`config.mk`:
```
export PLATFORM = sky130hd
export DESIGN_NAME = reset_sequencer
export DESIGN_NICKNAME = d
export VERILOG_FILES = /design/src/rtl/reset_seq_pkg.sv /design/src/rtl/reset_sequencer_timer.sv /design/src/rtl/reset_sequencer.sv
export SDC_FILE = /design/constraint.sdc
export NUM_CORES = 1
export LEC_CHECK = 0
export BUFFER_PORTS_ARGS = -buffer_cell sky130_fd_sc_hd__buf_2
export CORE_UTILIZATION = 60
export CTS_BUF_LIST = sky130_fd_sc_hd__clkbuf_8
export CTS_CLUSTER_DIAMETER = 100
export DETAILED_ROUTE_END_ITERATION = 16
export GPL_TIMING_DRIVEN = 0
export PLACE_DENSITY = 0.82
export SYNTH_ARGS = -nofsm -noshare
export SYNTH_HDL_FRONTEND = slang
export SYNTH_SLANG_ARGS = --single-unit
export TNS_END_PERCENT = 20
```
`constraint.sdc`:
```
create_clock -name clk -period 5.79 [get_ports clk]
set_clock_uncertainty 0.05 [all_clocks]
set_input_delay 0 -clock clk [delete_from_list [all_inputs] [get_ports clk]]
set_output_delay 0 -clock clk [all_outputs]
set_load 0.01 [all_outputs]
```
`src/rtl/reset_seq_pkg.sv`:
```
// Shared state encoding, reset-cause codes and counter helpers for the reset sequencer.
package reset_seq_pkg;

    typedef enum logic [1:0] {
        ST_HOLD,
        ST_WAIT_PERIPH,
        ST_GAP,
        ST_RUN
    } state_t;

    localparam logic [1:0] CAUSE_POR    = 2'b00;
    localparam logic [1:0] CAUSE_BUTTON = 2'b01;
    localparam logic [1:0] CAUSE_SOFT   = 2'b10;

    localparam int CNT_W = 8;

    // The timer is cleared on the edge a stage begins, so a stage of N edges ends when count == N-1.
    function automatic logic [CNT_W-1:0] last_count(input int cycles);
        return CNT_W'(cycles - 1);
    endfunction

endpackage

```
`src/rtl/reset_sequencer_timer.sv`:
```
// seq_timer: 8-bit saturating up-counter with synchronous clear, enable and compare-equal flag.
module seq_timer
    import reset_seq_pkg::*;
(
    input  logic             clk,
    input  logic             rst,
    input  logic             clr,
    input  logic             en,
    input  logic [CNT_W-1:0] target,
    output logic             hit
);

    logic [CNT_W-1:0] count;

    always_ff @(posedge clk or negedge rst) begin
        if (!rst) begin
            count <= '0;
        end else if (clr) begin
            count <= '0;
        end else if (en && (count != '1)) begin
            count <= count + 1'b1;
        end
    end

    assign hit = (count == target);

endmodule

```
`src/rtl/reset_sequencer.sv`:
```
// Staged reset release: peripherals, then bus/memory, then CPU, restartable by button or software.
// Optional ready-wait timeout is enabled by defining RSTSEQ_TIMEOUT_EN.
module reset_sequencer
    import reset_seq_pkg::*;
#(
    parameter int HOLD_CYCLES   = 16,
    parameter int STAGE_GAP     = 4,
    parameter int READY_TIMEOUT = 255
) (
    input  logic       clk,
    input  logic       rst,
    input  logic       drst,
    input  logic       sw_req,
    input  logic       periph_ready,
    output logic       periph_rst,
    output logic       bus_rst,
    output logic       cpu_rst,
    output logic       busy,
    output logic [1:0] cause,
    output logic       timeout
);

    state_t           state;
    state_t           state_d;
    logic             periph_d;
    logic             bus_d;
    logic             cpu_d;
    logic             busy_d;
    logic [1:0]       cause_d;
    logic             tmr_clr;
    logic             tmr_en;
    logic             tmr_hit;
    logic [CNT_W-1:0] tmr_target;
`ifdef RSTSEQ_TIMEOUT_EN
    logic             timeout_d;
`endif

    seq_timer u_timer (
        .clk    (clk),
        .rst    (rst),
        .clr    (tmr_clr),
        .en     (tmr_en),
        .target (tmr_target),
        .hit    (tmr_hit)
    );

    always_comb begin
        state_d    = state;
        periph_d   = periph_rst;
        bus_d      = bus_rst;
        cpu_d      = cpu_rst;
        busy_d     = busy;
        cause_d    = cause;
        tmr_clr    = 1'b0;
        tmr_en     = 1'b0;
        tmr_target = last_count(HOLD_CYCLES);
`ifdef RSTSEQ_TIMEOUT_EN
        timeout_d  = timeout;
`endif

        case (state)
            ST_HOLD: begin
                if (tmr_hit) begin
                    state_d  = ST_WAIT_PERIPH;
                    periph_d = 1'b0;
                    tmr_clr  = 1'b1;
                end else begin
                    tmr_en = 1'b1;
                end
            end
            ST_WAIT_PERIPH: begin
                tmr_target = last_count(READY_TIMEOUT);
                if (periph_ready) begin
                    state_d = ST_GAP;
                    bus_d   = 1'b0;
                    tmr_clr = 1'b1;
                end
`ifdef RSTSEQ_TIMEOUT_EN
                else if (tmr_hit) begin
                    state_d   = ST_GAP;
                    bus_d     = 1'b0;
                    tmr_clr   = 1'b1;
                    timeout_d = 1'b1;
                end else begin
                    tmr_en = 1'b1;
                end
`endif
            end
            ST_GAP: begin
                tmr_target = last_count(STAGE_GAP);
                if (tmr_hit) begin
                    state_d = ST_RUN;
                    cpu_d   = 1'b0;
                    busy_d  = 1'b0;
                    tmr_clr = 1'b1;
                end else begin
                    tmr_en = 1'b1;
                end
            end
            default: begin
            end
        endcase

        // A restart overrides whatever the stage logic decided; the button always wins.
        if (drst || ((state == ST_RUN) && sw_req)) begin
            state_d  = ST_HOLD;
            periph_d = 1'b1;
            bus_d    = 1'b1;
            cpu_d    = 1'b1;
            busy_d   = 1'b1;
            tmr_clr  = 1'b1;
            tmr_en   = 1'b0;
            cause_d  = drst ? CAUSE_BUTTON : CAUSE_SOFT;
        end
    end

    always_ff @(posedge clk or negedge rst) begin
        if (!rst) begin
            state      <= ST_HOLD;
            periph_rst <= 1'b1;
            bus_rst    <= 1'b1;
            cpu_rst    <= 1'b1;
            busy       <= 1'b1;
            cause      <= CAUSE_POR;
        end else begin
            state      <= state_d;
            periph_rst <= periph_d;
            bus_rst    <= bus_d;
            cpu_rst    <= cpu_d;
            busy       <= busy_d;
            cause      <= cause_d;
        end
    end

`ifdef RSTSEQ_TIMEOUT_EN
    // Sticky until power-on reset so software can see a peripheral failed to come up.
    always_ff @(posedge clk or negedge rst) begin
        if (!rst) begin
            timeout <= 1'b0;
        end else begin
            timeout <= timeout_d;
        end
    end
`else
    assign timeout = 1'b0;
`endif

endmodule

```
==> impl_results.md, run 1 <==
- Post-synthesis sequential area ratio: 40.8%
- Yosys cell types: 33
- Setup TNS Final: 0 ns
- Slew HR: 59.3%
- Starting Density: 68.0%
- Gr usage total: 24.4%
- # setup viols final: 0
- # diodes: 0
- Switching share of power: 32.6%
- Int Power: 192 uW
- Top cell type's share of synthesized area: 32.3%
- Commonest cells post-synth: dfrtp_1 (12), nand2_1 (11), ha_1 (7), nor2_1 (7), a21oi_1 (6)
- Post-CTS setup buffer count: 0
- Crit end category: flop
- Pleak: 0.000468 uW
- DR iter-0 viols: 17
- Initial antenna violation count: 0
- Vias in the first global route: 622
- RSZ-0062 raised after global routing: no
- I/O Buffers: 10
- Clock-pin transition on the worst setup and hold timing paths: 0.06 ns
- Clk_lat worst skew: 0.25 ns
- Synth top area cells: dfrtp_1 (32%), ha_1 (9.4%), dfstp_2 (8.5%)
- Synth warn: 0
- Post-Route WL: 1760 um
- Avg Inst Size Synth: 10.0 um2
- Global-route wire length before repair: 2680 um
- Comb pwr share: 28.4%
- Drc violations: 0
- Area Growth Syn to Fin: 16.6%
- Post-synth top flop: dfrtp_1
- Die W: 41.4 um
- NumNets Final: 124
- Seq pwr share: 43.0%
- CP max FO: 10
- DR pass1 iterations: 4
- Largest net degree at the start of global routing: 16
- Clk sinks: 15
- DP Area: 998 um2
- Least-Margin Pin Slew: 0.610 ns
- # fillers: 91
- Number of synthesized flops with an enable pin: 0
- Hold crit path type: in2reg
- CTS H-tree lvls: 1
- Final HPWL DP: 1230 um
- Fin area: 0.00108 mm2
- Fmax: 416 MHz
- Cell taking the most area after synthesis: dfrtp_1
- Max clock buf depth: 2
- I/O pins: 12
- CTS buffer count: 3
- # rows: 13
- Antenna-violating nets left: 0
- Critical path type: reg2reg
- Most common cell in the synthesized netlist: dfrtp_1
- TritonCTS clock tree: done
- Status: finished, final reports clean
- Synthesized Nets: 105
- Final period utilization: 41.5%
- Startpoint Class: flop
- Post_cts resized: 0
- PD cells: 263 mW/mm2
- Clock power share: 28.7%
- Gpl congestion: 0.808
- Die area: 0.00171 mm2
- Hold Vio Cnt, Final: 0
- Final Max Tran Viols: 0
- Finished Layout Cells: 126
- Design Power: 285 uW
- Final min period: 2.40 ns
- Die height: 41.4 um
- Netlist Area Pre-Place: 930 um2
- Clock root buffer: clkbuf_8
- Placed Cells: 118
- Sw power: 92.8 uW
- Routed length per instance: 13.9 um
- Async set or reset register ratio after synthesis: 100%
- Cell count after synthesis: 93
- Vias: 739
- CP arrival: 2.48 ns
- Vias per cell: 5.87
- Peak VDD IR: 0.187 mV
- Max cap viols: 0
- Core Area: 0.00137 mm2
- CTS Hold Bufs: 4
- Yosys reg bits: 15
- Total global routing overflow: 0
- Layout cells sized above 1: 23.4%
- Worst EP required: 5.86 ns
placed cells by master (no fill, tap or decap), types with 2 or more instances in the layout:
master,netlist,routed
a21oi_1,6,6
inv_1,3,4
dlygate4sd3_1,0,4
nand2_1,11,11
or4_1,3,3
clkbuf_8,0,3
nand3_1,2,2
dfrtp_1,12,12
buf_2,1,11
ha_1,7,7
or3_2,2,2
nor4_1,3,3
xor2_1,2,2
dfstp_2,3,3
o31ai_1,3,3
buf_4,2,2
nand4_1,2,2
nor2_1,7,7
xnor2_1,3,3
a21o_1,3,3
o21ai_0,4,4
worst max-delay path, cell delays in order, from the launching register on:
cell     delay [ns]
dfrtp_1        0.44
ha_1           0.26
a21oi_1        0.52
o21ai_0        0.21
buf_2          0.22
nor4_1         0.35
xnor2_1        0.18
nor2_1         0.06
final cells by class:
cell class                 count  area, um2  share of cell area (%)
buffer                         3       20.0                    1.85
sequential                    15        379                    35.0
tap                           15       18.8                    1.73
multi-input combinational     72        519                    47.9
clock inverter                 1       3.75                   0.346
clock buffer                   3       41.3                    3.81
timing repair buffer          14       90.1                    8.31
inverter                       3       11.3                    1.04
through the flow:
step	utilization [%]	setup WS (ns)	hold WS (ns)
finish	79.3	3.39	0.0595
global route	79.3	3.23	0.0755
CTS	79.3	3.39	0.0488
detailed placement	73.1	3.41	-0.133
global placement	73.1	3.48	-0.139
floorplan	-	3.67	-0.346
sequential cells by signal (all words and copies together) (netlist names):
| register | cells |
|---|---|
| periph_rst | 1 |
| state | 2 |
| busy | 1 |
| bus_rst | 1 |
| u_timer.count | 8 |
| cause | 2 |
worst paths after layout:
kind,slack (ns),startpoint,end,depth (start not counted)
setup / recovery,3.39,state[0]$_DFFE_PN0P_,u_timer.count[7]$_DFFE_PN0P_,7
hold / removal,0.06,sw_req,cause[0]$_DFFE_PN0P_,3
hold reg to reg,0.41,bus_rst$_DFFE_PN1P_,bus_rst$_DFFE_PN1P_,2
min in group asynchronous,0.13,rst,u_timer.count[2]$_DFFE_PN0P_,2
setup reg to reg,3.39,state[0]$_DFFE_PN0P_,u_timer.count[7]$_DFFE_PN0P_,7
max in group asynchronous,5.27,rst,bus_rst$_DFFE_PN1P_,2
cells by family (layout without fill, tap and decap cells):
kind of cell / count (synthesis) / count (layout) / share of synthesized area [%]
flip-flops: 15 / 15 / 40.8
AND/OR/NAND/NOR: 33 / 33 / 18.2
buffers and inverters: 6 / 24 / 3.36
multiplexers: 2 / 2 / 2.29
XOR/XNOR: 5 / 5 / 4.71
adder cells (fa/ha/maj): 7 / 7 / 9.42
AO/OA/AOI/OAI: 24 / 24 / 20.9
other: 1 / 1 / 0.403
routing by layer:
metal	up-vias	share of wire (%)	GRT usage, %
met3	4	3.2	4.79
met2	14	47	38.3
met4	0	1.3	12.1
met5	-	0	0
li1	371	-	-
met1	350	49	31.9
power by group through the flow:
stage | registers (uW) | logic, uW | clock network (uW)
after floorplan | 122 | 61.6 | 0
after global placement | 124 | 76.7 | 0
after detailed placement | 124 | 78.9 | 0
after CTS | 122 | 80.7 | 83.1
after global routing | 124 | 89.6 | 87.6
final | 122 | 80.7 | 81.6
No activity file was read; power rests on OpenSTA's default activity.
==> run 2: changes to the inputs <==
--- a/config.mk
+++ b/config.mk
@@ -6,12 +6,12 @@
 export NUM_CORES = 1
 export LEC_CHECK = 0
 export BUFFER_PORTS_ARGS = -buffer_cell sky130_fd_sc_hd__buf_2
-export CORE_UTILIZATION = 60
+export CORE_UTILIZATION = 58
 export CTS_BUF_LIST = sky130_fd_sc_hd__clkbuf_8
 export CTS_CLUSTER_DIAMETER = 100
 export DETAILED_ROUTE_END_ITERATION = 16
 export GPL_TIMING_DRIVEN = 0
-export PLACE_DENSITY = 0.82
+export PLACE_DENSITY = 0.8
 export SYNTH_ARGS = -nofsm -noshare
 export SYNTH_HDL_FRONTEND = slang
 export SYNTH_SLANG_ARGS = --single-unit
==> constraint.sdc (replaced) <==
create_clock -name clk -period 2.4 [get_ports clk]
set_clock_uncertainty 0.05 [all_clocks]
set_input_delay 0 -clock clk [delete_from_list [all_inputs] [get_ports clk]]
set_output_delay 0 -clock clk [all_outputs]
set_load 0.01 [all_outputs]
==> impl_results.md, run 2 (synthesis results as in run 1) <==
- Clock-pin transition on the worst setup and hold timing paths: 0.06 ns (about the same)
- Switching share of power: 33.3% (+0.73 points)
- Die W: 42.0 um (+1.6%)
- CP max-delay cell: or4_1
- I/O pins: 12 (unchanged)
- Hold crit path type: in2reg
- Largest register by flop count: u_timer.count
- Regs by FF count: u_timer.count (8), cause (2), state (2)
- Hold Vio Cnt, Final: 0 (unchanged)
- Sw power: 231 uW (+150%)
- # setup viols final: 0 (unchanged)
- Peak VDD IR: 0.407 mV (+120%)
- Critical path origin: state[0]$_DFFE_PN0P_
- Final Max Tran Viols: 0 (unchanged)
- Placed Cells: 119 (+0.85%)
- Levels on crit path: 7 (unchanged)
- CTS H-tree lvls: 1 (unchanged)
- Worst reg-to-reg path cell count: 7 (unchanged)
- Clock power share: 28.9% (+0.2 points)
- Final HPWL DP: 1280 um (+4.4%)
- Clock root buffer: clkbuf_8
- Reg2Reg Launch Point: state[0]$_DFFE_PN0P_
- Antenna-violating nets left: 0 (unchanged)
- Comb pwr share: 28.5% (about the same)
- Finished Layout Cells: 127 (+0.79%)
- Seq pwr share: 42.6% (-0.4 points)
- Worst hold margin: 0.0101 ns (-0.0494 ns)
- # diodes: 0 (unchanged)
- Max clock buf depth: 2 (unchanged)
- Hold Path Stages: 3 (unchanged)
- Starting Density: 61.7% (-6.3 points)
- Final Util: 72.4% (-6.9 points)
- Vias: 738 (-0.14%)
- Design Power: 694 uW (+140%)
- Routed length per instance: 14.2 um (+2.2%)
- CP max FO: 10 (unchanged)
- Pleak: 0.000467 uW (-0.23%)
- Max cap viols: 0 (unchanged)
- Critical path cell sequence: inv_1 > ha_2 > and3b_1 > o211ai_4 > o22ai_4 > or4_1 > a21oi_1
- Worst path max stage delay: 0.52 ns (about the same)
- Drc violations: 0 (unchanged)
- Post-Route WL: 1810 um (+3.0%)
- Status: finished, final reports clean
- Die area: 0.00177 mm2 (+3.3%)
- DR iter-0 viols: 17 (unchanged)
- Fmax: 442 MHz (+6.1%)
- DR pass1 iterations: 4 (unchanged)
- Max reg flops: 8 (unchanged)
- Die height: 42.0 um (+1.6%)
- Worst EP required: 2.53 ns (-3.33 ns)
- CP arrival: 2.39 ns (-0.09 ns)
- Gr usage total: 23.1% (-1.4 points)
- Vias in the first global route: 690 (+11%)
- Setup TNS Final: 0 ns (unchanged)
- PD cells: 636 mW/mm2 (+140%)
- Global-route wire length before repair: 3040 um (+13%)
- Largest net degree at the start of global routing: 16 (unchanged)
- Post-CTS setup buffer count: 0 (unchanged)
- WP buf/inv: 1 (unchanged)
- # rows: 14 (+1)
- Crit end category: flop
- Core Area: 0.00151 mm2 (+10%)
- Clk sinks: 15 (unchanged)
- I/O Buffers: 10 (unchanged)
- TritonCTS clock tree: done
- NumNets Final: 124 (unchanged)
- Commonest non-fill, non-tap cell in the layout: dfrtp_1
- RSZ-0062 raised after global routing: no
- Final min period: 2.26 ns (-0.139 ns)
- Clk_lat worst skew: 0.25 ns (about the same)
- Gpl congestion: 0.797 (-1.3%)
- Total global routing overflow: 0 (unchanged)
- Most frequent cells in the layout: dfrtp_1 (12), nand2_1 (11), buf_2 (11)
- Int Power: 463 uW (+140%)
- Layout cells sized above 1: 25.2% (+1.8 points)
- Min-delay src: sw_req
- Vias per cell: 5.81 (-0.92%)
- Delay-heaviest family, CP: simple AND/OR/NAND/NOR gates
- Initial antenna violation count: 0 (unchanged)
- Startpoint Class: flop
- Area Growth Syn to Fin: 17.4%
- CTS buffer count: 3 (unchanged)
- Critical path type: reg2reg
- Final period utilization: 94.4% (+53 points)
## run 2: path summary, 6_finish.rpt
path | endpoint | slack, ns
worst max-delay path | u_timer.count[3]$_DFFE_PN0P_ | 0.14
worst min-delay path | bus_rst$_DFFE_PN1P_ | 0.01
worst max register to register | u_timer.count[3]$_DFFE_PN0P_ | 0.14
worst min register to register | bus_rst$_DFFE_PN1P_ | 0.41
max in group asynchronous | bus_rst$_DFFE_PN1P_ | 1.87
min in group asynchronous | u_timer.count[3]$_DFFE_PN0P_ | 0.13
## run 2: power groups by stage
stage | Combinational [uW] | Sequential [uW] | Clock, uW
3_3_place_gp | 185 | 298 | 0
4_1_cts | 197 | 296 | 206
3_5_place_dp | 192 | 300 | 0
5_1_grt | 219 | 298 | 214
6_report | 198 | 296 | 201
2_1_floorplan | 149 | 295 | 0
## run 2: what timing repair did
item,4_1_cts,5_1_grt
hold endpoints to repair,18,0
gates resized for setup,0,2
setup endpoints to repair,0,7
hold buffers,4,0
## run 2: layer usage
metal  vias up  global-route usage [%]  share of wire [%]  wire [um]
met5         -                       0                  0          0
li1        367                       -                  -          -
met2        12                    39.1                 51        916
met4         0                    11.3                1.6         29
met3         4                    2.59                2.5         46
met1       355                    29.3                 45        814
## run 2: worst min-delay path: stages
cell and delay (ns):
buf_2 0.10, a21oi_2 0.11, nand2_1 0.06
## run 2: final cells by class
cell class	count	area [um2]
timing repair buffer	14	90.1
inverter	3	11.3
sequential	15	379
clock buffer	3	41.3
multi-input combinational	72	526
fill	114	415
tap	16	20.0
clock inverter	1	3.75
buffer	3	20.0
## run 2: per-stage QoR
stage                     setup WS, ns  area, um2
final                            0.135       1090
after global routing           0.00908       1090
after CTS                       0.0543       1080
after detailed placement        0.0557       1000
after global placement          0.0854       1000
after floorplan                  0.284        930
==> run 3: changes to the inputs <==
==> constraint.sdc (replaced) <==
create_clock -name clk -period 2.5 [get_ports clk]
set_clock_uncertainty 0.05 [all_clocks]
set_input_delay 0 -clock clk [delete_from_list [all_inputs] [get_ports clk]]
set_output_delay 0 -clock clk [all_outputs]
set_load 0.01 [all_outputs]
==> impl_results.md, run 3 (synthesis results as in run 1) <==
- Final Max Tran Viols: 0 (unchanged)
- Post-CTS setup buffer count: 0 (unchanged)
- CTS H-tree lvls: 1 (unchanged)
- # fillers: 116 (+1.8%)
- Antenna-violating nets left: 0 (unchanged)
- Min-delay src: sw_req
- Gpl congestion: 0.797 (unchanged)
- Vias per cell: 5.84 (+0.54%)
- Routed length per instance: 14.2 um (-0.44%)
- Final Util: 72.3% (-0.17 points)
- Worst path max stage delay: 0.52 ns (about the same)
- Post-Route WL: 1800 um (-0.44%)
- NumNets Final: 124 (unchanged)
- Setup TNS Final: 0 ns (unchanged)
- R2R setup slack: 0.16 ns (+0.03 ns)
- Status: finished, final reports clean
- Hold Path Stages: 3 (unchanged)
- Crit end category: flop
- DR pass1 iterations: 4 (unchanged)
- Pleak: 0.000468 uW (+0.26%)
- Met3 usage: 2.59% (unchanged)
- Most used routing layer: met2
- Starting Density: 61.7% (unchanged)
- Critical path cell sequence: inv_1 > ha_1 > and3b_1 > o211ai_4 > o22ai_4 > or4_1 > a21oi_1
- CP max FO: 10 (unchanged)
- Commonest non-fill, non-tap cell in the layout: dfrtp_1
- I/O Buffers: 10 (unchanged)
- Clock root buffer: clkbuf_8
- # diodes: 0 (unchanged)
- Worst reg-to-reg path cell count: 7 (unchanged)
- Hold crit path type: in2reg
- Core Area: 0.00151 mm2 (unchanged)
- Vias: 742 (+0.54%)
- Clock-pin transition on the worst setup and hold timing paths: 0.06 ns (about the same)
- Die W: 42.0 um (unchanged)
- Most frequent cells in the layout: dfrtp_1 (12), nand2_1 (11), buf_2 (11)
- Worst EP required: 2.63 ns (+0.10 ns)
- Critical path type: reg2reg
- Gr usage total: 23.1% (unchanged)
- PD cells: 611 mW/mm2 (-3.9%)
- CP arrival: 2.46 ns (+0.07 ns)
- Die area: 0.00177 mm2 (unchanged)
- Delay-heaviest family, CP: simple AND/OR/NAND/NOR gates
- Fmax: 428 MHz (-3.1%)
- Layout cells sized above 1: 24.3% (-0.90 points)
- TritonCTS clock tree: done
- CTS buffer count: 3 (unchanged)
- Hold Vio Cnt, Final: 0 (unchanged)
- # rows: 14 (unchanged)
- Max reg flops: 8 (unchanged)
- Peak VDD IR: 0.391 mV (-4.0%)
- Total global routing overflow: 0 (unchanged)
- DR iter-0 viols: 15 (-2)
- Global-route wire length before repair: 3040 um (unchanged)
- Area Growth Syn to Fin: 17.1%
- Routing usage on met2: 39.1% (unchanged)
- I/O pins: 12 (unchanged)
- RSZ-0062 raised after global routing: no
- Regs by FF count: u_timer.count (8), cause (2), state (2)
- Final HPWL DP: 1280 um (unchanged)
- Hold endpoint: bus_rst$_DFFE_PN1P_
- Largest register by flop count: u_timer.count
- Vias in the first global route: 690 (unchanged)
- Final min period: 2.34 ns (+0.0713 ns)
- Reg2Reg Launch Point: state[0]$_DFFE_PN0P_
- Max clock buf depth: 2 (unchanged)
- Met1 GRT Util: 29.3% (unchanged)
- Startpoint Class: flop
- Max cap viols: 0 (unchanged)
- Die height: 42.0 um (unchanged)
- RR Endpoint: u_timer.count[3]$_DFFE_PN0P_
- # setup viols final: 0 (unchanged)
- WP buf/inv: 1 (unchanged)
- Final period utilization: 93.4% (-0.92 points)
- Clk sinks: 15 (unchanged)
- CP max-delay cell: or4_1
- Largest net degree at the start of global routing: 16 (unchanged)
- Initial antenna violation count: 0 (unchanged)
- Drc violations: 0 (unchanged)
- Clk_lat worst skew: 0.25 ns (about the same)
[run 3: worst max-delay path by stage]
stage / from / end / slack [ns] / cells past startpoint
global placement: state[0]$_DFFE_PN0P_ / u_timer.count[7]$_DFFE_PN0P_ / 0.19 / 7
detailed placement: state[0]$_DFFE_PN0P_ / u_timer.count[7]$_DFFE_PN0P_ / 0.16 / 7
CTS: state[0]$_DFFE_PN0P_ / u_timer.count[7]$_DFFE_PN0P_ / 0.15 / 7
global route: state[0]$_DFFE_PN0P_ / u_timer.count[4]$_DFFE_PN0P_ / 0.04 / 7
floorplan: state[0]$_DFFE_PN0P_ / u_timer.count[4]$_DFFE_PN0P_ / 0.38 / 7
finish: state[0]$_DFFE_PN0P_ / u_timer.count[3]$_DFFE_PN0P_ / 0.16 / 7
[run 3: stage by stage]
step,instances,worst slack [ns],hold slack (ns),area (um2),total power [uW]
4_1_cts,127,0.154,0.0300,1080,671
6_report,127,0.164,0.0104,1090,665
3_3_place_gp,119,0.185,-0.135,1000,464
3_5_place_dp,119,0.156,-0.125,1000,473
5_1_grt,127,0.0385,0.0344,1090,702
2_1_floorplan,93,0.384,-0.346,930,426
[run 3: per-layer routing]
metal | vias up | share of wire (%)
li1 | 367 | -
met1 | 357 | 45
met2 | 12 | 50
met3 | 6 | 2.7
met4 | 0 | 1.8
met5 | - | 0
[run 3: layout make-up]
class | count | area (um2) | area share, %
inverter | 3 | 11.3 | 1.03
timing repair buffer | 14 | 90.1 | 8.28
multi-input combinational | 72 | 523 | 48.0
sequential | 15 | 379 | 34.8
buffer | 3 | 20.0 | 1.84
clock buffer | 3 | 41.3 | 3.79
clock inverter | 1 | 3.75 | 0.345
tap | 16 | 20.0 | 1.84
[run 3: what timing repair did]
item	CTS	global route
hold buffers	4	0
hold endpoints to repair	18	0
resized for setup	0	1
endpoints found under the setup margin	0	2
[run 3: worst register-to-register path, stage by stage, from the launching register on]
cell and delay (ns):
dfrtp_1 0.44, inv_1 0.13, ha_1 0.33, and3b_1 0.25, o211ai_4 0.25, o22ai_4 0.16
or4_1 0.52, a21oi_1 0.15
[run 3: power breakdown]
part / switching [uW] / leakage (uW) / internal, uW / total, uW
clock: 84.2 / 0.0000269 / 109 / 193
combinational: 114 / 0.000249 / 74.3 / 189
sequential: 22.9 / 0.000193 / 261 / 284
total: 221 / 0.000468 / 444 / 665
